<file path="config.mk">
export PLATFORM = sky130hd
export DESIGN_NAME = muldiv_seq
export DESIGN_NICKNAME = d
export VERILOG_FILES = /design/src/rtl/muldiv_seq.sv
export SDC_FILE = /design/constraint.sdc
export NUM_CORES = 1
export LEC_CHECK = 0
export CORE_MARGIN = 3
export CORE_UTILIZATION = 60
export CTS_BUF_LIST = sky130_fd_sc_hd__clkbuf_4
export DETAILED_ROUTE_END_ITERATION = 6
export DONT_BUFFER_PORTS = 1
export GPL_TIMING_DRIVEN = 1
export PLACE_DENSITY = 0.79
export SYNTH_ARGS = -nofsm -noshare
export SYNTH_HDL_FRONTEND = slang
export SYNTH_SLANG_ARGS = --single-unit
</file>
<file path="constraint.sdc">
create_clock -name clk -period 4 [get_ports clk]
set_input_delay 0.8 -clock clk [delete_from_list [all_inputs] [get_ports clk]]
set_output_delay 0.8 -clock clk [all_outputs]
set_load 0.02 [all_outputs]
</file>
<file path="src/rtl/muldiv_seq.sv">
// Sequential MULT/MULTU/DIV/DIVU over one shared add/sub; fixed latency N+3 from start to done.
// No backpressure: start is ignored while busy, flush aborts to IDLE keeping hi/lo/dz.
module muldiv_seq #(
  parameter int N = 32
) (
  input  logic         clk,
  input  logic         rst_n,
  input  logic         start,
  input  logic [1:0]   op,
  input  logic [N-1:0] a,
  input  logic [N-1:0] b,
  input  logic         flush,
  output logic         busy,
  output logic         done,
  output logic         dz,
  output logic [N-1:0] hi,
  output logic [N-1:0] lo
);

  localparam int CW = $clog2(N);

  typedef enum logic [2:0] {S_IDLE, S_PREP, S_ITER, S_FIX, S_DONE} state_t;

  state_t         state;
  logic [1:0]     op_q;
  logic [N-1:0]   a_q;
  logic [N-1:0]   b_q;
  logic [N-1:0]   mag;
  logic [2*N:0]   acc;
  logic           sa;
  logic           sb;
  logic           dz_q;
  logic [CW-1:0]  cnt;

  logic           is_div;
  logic           is_sgn;
  logic [N-1:0]   abs_a;
  logic [N-1:0]   abs_b;
  logic [N:0]     add_x;
  logic [N-1:0]   add_y;
  logic           add_sub;
  logic [N+1:0]   add_res;
  logic           borrow;
  logic [2*N:0]   acc_nxt;
  logic [N-1:0]   fix_hi;
  logic [N-1:0]   fix_lo;

  assign is_div = op_q[1];
  assign is_sgn = ~op_q[0];
  assign abs_a  = (is_sgn && a_q[N-1]) ? -a_q : a_q;
  assign abs_b  = (is_sgn && b_q[N-1]) ? -b_q : b_q;

  // Shared datapath: acc high half + multiplicand, or shifted remainder - divisor.
  always_comb begin
    add_sub = is_div;
    if (is_div) begin
      add_x = {acc[2*N-1:N], acc[N-1]};
      add_y = mag;
    end else begin
      add_x = acc[2*N:N];
      add_y = acc[0] ? mag : '0;
    end
    add_res = {1'b0, add_x}
            + (add_sub ? ~{2'b00, add_y} : {2'b00, add_y})
            + {{(N+1){1'b0}}, add_sub};
  end

  assign borrow = add_res[N+1];

  always_comb begin
    if (is_div) begin
      acc_nxt = {1'b0, (borrow ? add_x[N-1:0] : add_res[N-1:0]), acc[N-2:0], ~borrow};
    end else begin
      acc_nxt = {1'b0, add_res[N:0], acc[N-1:1]};
    end
  end

  always_comb begin
    fix_hi = '0;
    fix_lo = '0;
    if (dz_q) begin
      fix_hi = a_q;
      fix_lo = '1;
    end else if (is_div) begin
      fix_lo = (sa ^ sb) ? -acc[N-1:0] : acc[N-1:0];
      fix_hi = sa ? -acc[2*N-1:N] : acc[2*N-1:N];
    end else begin
      {fix_hi, fix_lo} = (sa ^ sb) ? -acc[2*N-1:0] : acc[2*N-1:0];
    end
  end

  always_ff @(posedge clk or negedge rst_n) begin
    if (!rst_n) begin
      state <= S_IDLE;
      busy  <= 1'b0;
      done  <= 1'b0;
      dz    <= 1'b0;
      hi    <= '0;
      lo    <= '0;
      cnt   <= '0;
      op_q  <= '0;
      a_q   <= '0;
      b_q   <= '0;
      mag   <= '0;
      acc   <= '0;
      sa    <= 1'b0;
      sb    <= 1'b0;
      dz_q  <= 1'b0;
    end else if (flush) begin
      state <= S_IDLE;
      busy  <= 1'b0;
      done  <= 1'b0;
    end else begin
      case (state)
        S_IDLE, S_DONE: begin
          done <= 1'b0;
          if (start) begin
            op_q  <= op;
            a_q   <= a;
            b_q   <= b;
            busy  <= 1'b1;
            state <= S_PREP;
          end else begin
            state <= S_IDLE;
          end
        end
        S_PREP: begin
          mag   <= is_div ? abs_b : abs_a;
          acc   <= {{(N+1){1'b0}}, (is_div ? abs_a : abs_b)};
          sa    <= is_sgn & a_q[N-1];
          sb    <= is_sgn & b_q[N-1];
          dz_q  <= is_div && (b_q == '0);
          cnt   <= '0;
          state <= S_ITER;
        end
        S_ITER: begin
          acc <= acc_nxt;
          if (cnt == CW'(N-1)) begin
            state <= S_FIX;
          end else begin
            cnt <= cnt + CW'(1);
          end
        end
        S_FIX: begin
          hi    <= fix_hi;
          lo    <= fix_lo;
          dz    <= dz_q;
          busy  <= 1'b0;
          done  <= 1'b1;
          state <= S_DONE;
        end
        default: begin
          busy  <= 1'b0;
          done  <= 1'b0;
          state <= S_IDLE;
        end
      endcase
    end
  end

endmodule

</file>
==> results.txt <==
- After detailed routing, the number of vias per cell comes to 6.49.
* Combined buffer and inverter count along the critical path: 2
- In this run the critical register-to-register path is launched from op_q[1]$_DFFE_PN0P_.
* Delay of the slowest cell on the worst path: 570 ps
- Max-slew violations: 0
* Most used flip-flop cell after synthesis: sky130_fd_sc_hd__dfrtp_1
* Total DRC errors in the routed layout: 0
- CTS root buf: sky130_fd_sc_hd__clkbuf_4
- Residual antenna-violating net count after detailed routing: 0
- Ratio of final minimum period to clock period: 93.7%
* Gate count of the mapped netlist: 1,846
- Traced cell by cell, the critical path runs through inv_2 > buf_4 > o21ai_0 > ha_1 > nand2_1 > o21ai_0 > a211oi_1 > a21oi_1 > o211ai_1 > a21oi_1 > xor2_1 > o221ai_1 > o21ai_1.
- Maximum count of clock buffers along a single path: 3
* Warnings from Yosys: 0
- Global routing used 33.4% of the available tracks across all layers.
* Wire length of the first global-routing pass: 75.1 mm
- At the pin with the least slew margin, the transition time is 964 ps.
- Count of port buffers added during placement: 0
- Commonest non-fill, non-tap cell in the layout: sky130_fd_sc_hd__dfrtp_1
* Number of endpoints failing setup at the final stage: 0
- Worst Reg-to-Reg Cells: 13
- Grt total ovfl: 0
- Total Nets Final: 1,951
- The finished cells cover 17,100 µm².
* GPL Wtd Cong: 0.957
- Highest Clock Rate: 267 MHz
* Post-synthesis cell type with the largest combined area: sky130_fd_sc_hd__dfrtp_1
* Die Wd: 168 µm
- Area of the mapped netlist: 15,800 µm²
- Post-synth EDFFs: 0
- The number of antenna violations at the first check in global routing was 2.
- The checks that failed: negative hold slack.
* Synth top area cells: sky130_fd_sc_hd__dfrtp_1, sky130_fd_sc_hd__mux2_2, sky130_fd_sc_hd__a21oi_1
- Die Area: 28,300 µm²
- Of all nets on the critical path, the largest fanout is 21.
- The worst setup path is captured at a flip-flop.
- For this block, the initial DRC count from the detailed router was 1,578.
- From bottom edge to top edge, the die measures 168 µm.
* Cell with the biggest individual delay on the critical path: sky130_fd_sc_hd__dfrtp_4
* Core Rows: 58
- The synthesized netlist contains 74 unique library cells.
- Counting flops and latches in the post-synthesis netlist gives 240.
- For the worst setup path, the data required time is 4620 ps.
- In the final routed layout, each cell accounts on average for 21.9 µm.
- Across the routed clock network, the largest skew measured is 69.5 ps.
- Worst Hold Margin: -203 ps
- Largest net degree at the start of global routing: 241
- The synthesized design devotes to its leading area cell type 38.0% of total area.
- The worst hold path belongs to the class in -> async.
- Summed over all layers, the routed wires come to 48.6 mm.
- Fill cell total of the finished layout: 2,148
- The critical path is of the reg -> reg type.
* Area Growth Syn to Fin: 7.88%
* Setup total negative slack: 0 ps
- The analysis attributes to cell leakage a power of 7.59 nW.
* Clock-pin slew on the worst setup and hold paths: 80 ps
- The later pin in the worst-skew pair is clocked with a latency of 710 ps.
- Cts bufs inserted: 66
* CP arrival: 4370 ps
- Slew headroom: 35.8%
* Period minus WS final: 3750 ps
- Sequential area share after synthesis: 38.0%
- For this design the ratio of total power to cell area is 844 nW/µm².
- The number of global-route vias before repair is 13,576.
- Clock tree from TritonCTS: yes
- VDD sags by at most 0.510 mV.
- Reg2Reg Capture Point: acc[55]$_DFFE_PN0P_
* I/O pins: 137
- Share of async-settable or async-resettable flops after synthesis: 100%
- The average instance in the mapped netlist occupies 8.57 µm².
- Broken down by cell family, the worst path's largest delay share belongs to compound AO/OA/AOI/OAI gates.
- Overall via count from detail_route: 14,403
* Most frequent cells in the layout: sky130_fd_sc_hd__dfrtp_1, sky130_fd_sc_hd__nand2_1, sky130_fd_sc_hd__nor2_1
- Counting every sink on the clock net gives 240.
- Deepest level of the CTS H-tree: 3
- R2r setup slk: 250 ps
- Outcome: finished, violations left
- Once the floorplan was initialized, standard cells occupied 61.9% of the core.
* DR pass1 iterations: 6
* Detailed placer's ending HPWL: 35.8 mm
* Layout cell share with drive strength beyond 1: 14.5%
- Core region area: 25,500 µm²
* Placed standard-cell area: 16,200 µm²
- Final Hold Fails: 240
* Maxcap violations: 0
- Post-synth net total: 1,954
- Kind of start point of the critical path: flip-flop
## stage by stage
stage | instances | setup slack, ps | power (mW) | utilization [%]
CTS | 2216 | 284 | 14.2 | 66.7
detailed placement | 2103 | 324 | 11.9 | 63.5
global placement | 2103 | 323 | 11.8 | 63.5
finish | 2220 | 252 | 14.4 | 66.8
floorplan | 1846 | 4.10 | 9.74 | -
global route | 2220 | -3.42 | 15.3 | 66.8
## per-layer routing
metal	up-vias	share of wire [%]	global-route usage, %
li1	6599	-	-
met1	6918	41	46.2
met2	772	44	50.4
met3	114	10	8.08
met4	0	4.1	14.4
met5	-	0	0
## cell type report
class	count	area (µm²)	share of cell area, %
clock buffer	93	698	4.09
inverter	28	105	0.616
sequential	240	6010	35.2
antenna	2	5.00	0.0293
tap	330	413	2.42
multi-input combinational	1452	9260	54.3
timing repair buffer	55	450	2.64
clock inverter	20	121	0.711
## state kept, by name (all words and copies together), names as in the netlist
signal,flops
acc,64
a_q,32
b_q,32
hi,32
lo,32
mag,32
cnt,5
state,3
op_q,2
busy,1
done,1
dz,1
dz_q,1
sa,1
sb,1
## synthesized netlist by cell type (5+ instances only)
cell                       number
sky130_fd_sc_hd__a31oi_1       14
sky130_fd_sc_hd__nand3b_1       6
sky130_fd_sc_hd__o221ai_1       7
sky130_fd_sc_hd__inv_1         27
sky130_fd_sc_hd__a21o_1        16
sky130_fd_sc_hd__or2_2          5
sky130_fd_sc_hd__nor4_1         9
sky130_fd_sc_hd__dfrtp_1      240
sky130_fd_sc_hd__xor2_1        76
sky130_fd_sc_hd__o21ai_1       32
sky130_fd_sc_hd__ha_1          37
sky130_fd_sc_hd__a211o_1       12
sky130_fd_sc_hd__buf_1         13
sky130_fd_sc_hd__nand2b_1      14
sky130_fd_sc_hd__nor2_1       191
sky130_fd_sc_hd__or4_1         12
sky130_fd_sc_hd__o21a_1         7
sky130_fd_sc_hd__or3_1         15
sky130_fd_sc_hd__and3_1         9
sky130_fd_sc_hd__o31ai_1       17
sky130_fd_sc_hd__clkbuf_1     109
sky130_fd_sc_hd__o21ai_0      170
sky130_fd_sc_hd__nor3_1        46
sky130_fd_sc_hd__mux2i_1       43
sky130_fd_sc_hd__a22oi_1       24
sky130_fd_sc_hd__nand4_1       15
sky130_fd_sc_hd__a211oi_1      19
sky130_fd_sc_hd__nand3_1        9
sky130_fd_sc_hd__nor2b_1       10
sky130_fd_sc_hd__xnor2_1       80
sky130_fd_sc_hd__nand2_1      201
sky130_fd_sc_hd__and2_1        13
sky130_fd_sc_hd__o41ai_1        5
sky130_fd_sc_hd__o211ai_1       7
sky130_fd_sc_hd__a21oi_1      179
sky130_fd_sc_hd__mux2_2        87
## kinds of logic (layout without fill, tap and decap cells)
family                   count (synthesis)  after routing  share of synthesized area [%]
AO/OA/AOI/OAI                          556            556                           21.1
XOR/XNOR                               156            156                           8.64
adder cells (fa/ha/maj)                 38             38                           3.05
buffers and inverters                  154            196                           3.69
flip-flops                             240            240                           38.0
multiplexers                           130            130                           8.92
other                                    0              2                              0
AND/OR/NAND/NOR                        572            572                           16.6
## where the power goes
part           total [mW]  switching, mW  internal [mW]  leakage, nW
logic                7.20           4.24           2.95         4.09
clock network        2.25           1.11           1.14        0.481
registers            4.94           1.63           3.31         3.01
## how the worst max path moves through the flow
stage,startpoint,end,slack (ps),cells past startpoint
floorplan,op_q[1]$_DFFE_PN0P_,acc[62]$_DFFE_PN0P_,4,16
global placement,op_q[1]$_DFFE_PN0P_,acc[55]$_DFFE_PN0P_,320,12
detailed placement,op_q[1]$_DFFE_PN0P_,acc[49]$_DFFE_PN0P_,320,15
CTS,op_q[1]$_DFFE_PN0P_,acc[59]$_DFFE_PN0P_,280,13
global route,op_q[1]$_DFFE_PN0P_,acc[60]$_DFFE_PN0P_,-3,15
finish,op_q[1]$_DFFE_PN0P_,acc[55]$_DFFE_PN0P_,250,13
## repair_timing
action,in CTS,in global routing
hold endpoints to repair,240,240
buffers inserted,0,2
setup endpoints to repair,0,2
resized for setup,0,1
Power figures use the tool's default switching activity.
